==> config.mk <==
export PLATFORM = sky130hd
export DESIGN_NAME = rr_grant_encoder
export DESIGN_NICKNAME = d
export VERILOG_FILES = /design/src/rtl/rr_pkg.sv /design/src/rtl/rr_pick.sv /design/src/rtl/rr_grant_encoder.sv
export SDC_FILE = /design/constraint.sdc
export NUM_CORES = 1
export LEC_CHECK = 0
export ABC_AREA = 1
export BUFFER_PORTS_ARGS = -buffer_cell sky130_fd_sc_hd__buf_2
export CAP_MARGIN = 10
export CORE_AREA = 2 2 42 52
export CTS_CLUSTER_SIZE = 8
export DETAILED_ROUTE_END_ITERATION = 7
export DIE_AREA = 0 0 44 54
export MAX_ROUTING_LAYER = met4
export PLACE_DENSITY = 0.74
export SYNTH_ARGS = -nofsm -noshare
export SYNTH_HDL_FRONTEND = slang
export SYNTH_SLANG_ARGS = --single-unit
==> constraint.sdc <==
create_clock -name clk -period 8.8 [get_ports clk]
set_clock_uncertainty 0.1 [all_clocks]
set_input_delay 1.32 -clock clk [delete_from_list [all_inputs] [get_ports clk]]
set_output_delay 1.32 -clock clk [all_outputs]
set_load 0.05 [all_outputs]
==> src/rtl/rr_pkg.sv <==
// Shared types and defaults for the round-robin grant encoder.
package rr_pkg;

  typedef enum logic {IDLE, GRANT} state_t;

  localparam int RR_N = 3;

endpackage

==> src/rtl/rr_pick.sv <==
// Combinational round-robin pick: first set request scanning upward from ptr with wrap.
// Optional one-slot mask removes the just-acknowledged winner from this decision.
module rr_pick
  import rr_pkg::*;
#(
  parameter int N = RR_N
) (
  input  logic [2**N-1:0] req,
  input  logic [N-1:0]    ptr,
  input  logic [N-1:0]    mask_idx,
  input  logic            mask_en,
  output logic [N-1:0]    pick_idx,
  output logic            pick_any
);

  localparam int R = 2**N;

  logic [R-1:0]   req_m;
  logic [2*R-1:0] dbl;
  logic [R-1:0]   rot;
  logic [N-1:0]   off;

  always_comb begin
    req_m = req;
    if (mask_en) begin
      req_m[mask_idx] = 1'b0;
    end
    // Doubling the vector lets a plain part-select perform the rotate by ptr.
    dbl      = {req_m, req_m};
    rot      = dbl[ptr +: R];
    off      = '0;
    pick_any = 1'b0;
    for (int i = R - 1; i >= 0; i--) begin
      if (rot[i]) begin
        off      = N'(i);
        pick_any = 1'b1;
      end
    end
    pick_idx = ptr + off;
  end

endmodule

==> src/rtl/rr_grant_encoder.sv <==
// Round-robin arbiter over 2**N requesters; registered binary grant, 1-cycle req->grant and ack->grant.
// Grant is held until ack; back-to-back grants with no bubble while requests remain pending.
module rr_grant_encoder
  import rr_pkg::*;
#(
  parameter int N = RR_N
) (
  input  logic            clk,
  input  logic            reset,
  input  logic [2**N-1:0] req,
  input  logic            ack,
  output logic [N-1:0]    grant_idx,
  output logic            grant_valid
);

  state_t       state_q, state_d;
  logic [N-1:0] ptr_q, ptr_d;
  logic [N-1:0] idx_d;
  logic         vld_d;

  logic         acked;
  logic [N-1:0] ptr_next;
  logic [N-1:0] pick_ptr;
  logic [N-1:0] pick_idx;
  logic         pick_any;

  // On ack the pick already uses the advanced pointer so the next grant lands with no bubble.
  assign acked    = (state_q == GRANT) && ack;
  assign ptr_next = grant_idx + N'(1);
  assign pick_ptr = acked ? ptr_next : ptr_q;

  rr_pick #(.N(N)) u_pick (
    .req      (req),
    .ptr      (pick_ptr),
    .mask_idx (grant_idx),
    .mask_en  (acked),
    .pick_idx (pick_idx),
    .pick_any (pick_any)
  );

  always_comb begin
    state_d = state_q;
    ptr_d   = ptr_q;
    idx_d   = grant_idx;
    vld_d   = grant_valid;
    case (state_q)
      IDLE: begin
        if (pick_any) begin
          idx_d   = pick_idx;
          vld_d   = 1'b1;
          state_d = GRANT;
        end
      end
      GRANT: begin
        if (ack) begin
          ptr_d = ptr_next;
          if (pick_any) begin
            idx_d = pick_idx;
          end else begin
            vld_d   = 1'b0;
            state_d = IDLE;
          end
        end
      end
      default: begin
        state_d = IDLE;
        vld_d   = 1'b0;
      end
    endcase
  end

  always_ff @(posedge clk or posedge reset) begin
    if (reset) begin
      state_q     <= IDLE;
      ptr_q       <= '0;
      grant_idx   <= '0;
      grant_valid <= 1'b0;
    end else begin
      state_q     <= state_d;
      ptr_q       <= ptr_d;
      grant_idx   <= idx_d;
      grant_valid <= vld_d;
    end
  end

  a_vld_tracks_state: assert property (@(posedge clk) disable iff (reset)
    grant_valid == (state_q == GRANT));

endmodule

==> run summary <==
leakage -> 0.606 nW
DR pass1 iterations -> 4
Max Fclk -> 0.256 GHz
overall routing resource usage -> 22.6%
Mapped Area -> 977 sq um
dpl ws -> 4.67 ns
WL/cell -> 11.3 um
actual slew at the worst max-slew pin -> 0.552 ns
Iter 0 DRT Violations -> 40
hold_buf cts -> 0
Post-Route WL -> 2250 um
final period utilization -> 44.3%
Vias/cell -> 5.35
ratio of cells with drive above 1 in the final layout -> 18.3%
die area -> 2380 sq um
clk_lat worst skew -> 0.26 ns
RSZ-0062 raised after global routing -> false
number of global-route vias before repair -> 959
register area share after synthesis -> 20.5%
Area growth syn-to-layout -> 11.3%
Clock Sinks -> 8
row count -> 18
syn_nets -> 178
crit start category -> input pin
Starting Density -> 50.5%
# DRC -> 0
Hold Path Class -> reg -> reg
post-CTS sizing -> 0
Setup crit end kind -> flop
fillers -> 201
GRT Residual Overflow -> 0
Hold Fails Final Rpt -> 0
first-pass GRT wire length -> 3910 um
root buffer cell -> clkbuf_4
Core Footprint -> 1940 sq um
kind of critical path -> in -> reg
outcome -> complete, no violations
Worst VDD drop -> 0.000235 V
initial antenna violation count -> 0
Die X -> 44 um
# H-tree levels -> 1
number of port buffers -> 14
number of setup violations in the final report -> 0
WHS -> 0.468 ns
antenna viol nets, final -> 0
vias post-DR -> 1070
post-synthesis register bit count -> 8
Yosys cell types -> 24
clock-pin transition on the worst setup and hold timing paths -> 0.05 ns
Final Util -> 56.1%
Final GP Congestion -> 0.901
power per cell area -> 455 nW/um^2
Post-Route Setup TNS -> 0 ns
CTS max path bufs -> 2
Post-CTS Setup Bufs -> 0
ANT cells -> 0
post-synth top area cell -> nand2_1
height of the die -> 54 um
CP max FO -> 13
Rel. slew slack -> 63.2%
Period minus WS final -> 3.90 ns
total power -> 495 uW
Mean Syn Cell Area -> 5.96 sq um
CTS tree -> yes
CP required -> 8.84 ns
Critical Path AT -> 3.94 ns
Max Cap Viol -> 0
Slew Limit Fails -> 0
setup ws final -> 4.90 ns
largest net degree at the start of global routing -> 14
Synth top area share -> 21.9%
top post-synthesis cells by area -> nand2_1 22%, dfrtp_1 20%, nand3_1 20%
most common library cell in the layout ignoring fill and taps -> nand2_1
post-DP HPWL -> 1910 um
Nets -> 196
yosys warns -> 0
Syn Inst Count -> 164
CTS Buf Count -> 3
commonest non-fill, non-tap cells in the layout -> 57 x nand2_1, 40 x nand3_1, 17 x inv_1
Ports -> 15
[sequential cells by signal, summed over array words and instances, names as in the netlist]
name         flops
state_q          1
grant_valid      1
grant_idx        3
ptr_q            3
[synthesized netlist by cell type, drive strengths merged]
cell type,count
a31oi,1
nand3b,3
and2,1
fa,1
nand2,64
nor2,10
a21oi,1
inv,21
ha,2
buf,1
xnor2,2
nand3,41
o21ai,6
dfrtp,8
o211ai,2
[area by class of cell]
type / count / area [sq um] / area share (%)
Clock buffer: 3 / 22.5 / 2.07
Timing Repair Buffer: 14 / 70.1 / 6.44
Inverter: 21 / 81.3 / 7.48
Multi-Input combinational cell: 134 / 688 / 63.3
Sequential cell: 8 / 200 / 18.4
Tap cell: 20 / 25.0 / 2.30
[power breakdown]
part	switching [mW]	total [mW]	internal [mW]
Sequential	0.0190	0.0722	0.0532
Combinational	0.262	0.395	0.133
Clock	0.0123	0.0279	0.0156
[worst max-delay path: stages]
cell	delay [ns]
buf_2	0.13
nand2_4	0.13
inv_2	0.08
o21ai_2	0.45
nand3_1	0.21
nand2_1	0.11
nand2_1	0.05
nand2_1	0.05
nand2_1	0.04
nand2_1	0.06
nand2_1	0.04
a21oi_1	0.17
ha_1	0.17
inv_1	0.05
fa_1	0.39
xnor2_1	0.22
inv_1	0.06
nand2_1	0.06
nand2_1	0.05
nand3_1	0.06
nand2_1	0.05
[kinds of logic after synthesis]
logic type               after synthesis  share of synthesized area (%)
AND/OR/NAND/NOR                      119                           56.7
AO/OA/AOI/OAI                         10                           7.30
XOR/XNOR                               2                           1.79
adder cells (fa/ha/maj)                3                           4.61
flip-flops                             8                           20.5
buffers and inverters                 22                           9.09
[layer usage]
layer / GRT usage (%) / vias to the layer above / share of wire [%]
met5: - / - / 0
met3: 1.01 / 4 / 3.2
met1: 27.5 / 475 / 45
li1: - / 567 / -
met2: 38.0 / 24 / 50
met4: 11.1 / 0 / 1.4
[path summary, 6_finish.rpt]
kind	startpoint	end	slack [ns]	cells past startpoint
max	ack	grant_idx[2]	4.90	21
min	grant_valid	grant_valid	0.47	4
max reg2reg	grant_idx[0]	grant_idx[2]	5.41	22
min reg2reg	grant_valid	grant_valid	0.47	4
max in group asynchronous	reset	grant_idx[2]	7.48	2
min in group asynchronous	reset	state_q	0.89	2
[through the flow]
stage / cell area, sq um / instances
after floorplan: 977 / 164
after global placement: 1060 / 197
after detailed placement: 1060 / 197
after CTS: 1090 / 200
after global routing: 1090 / 200
final: 1090 / 200
No activity file was read; power rests on OpenSTA's default activity.
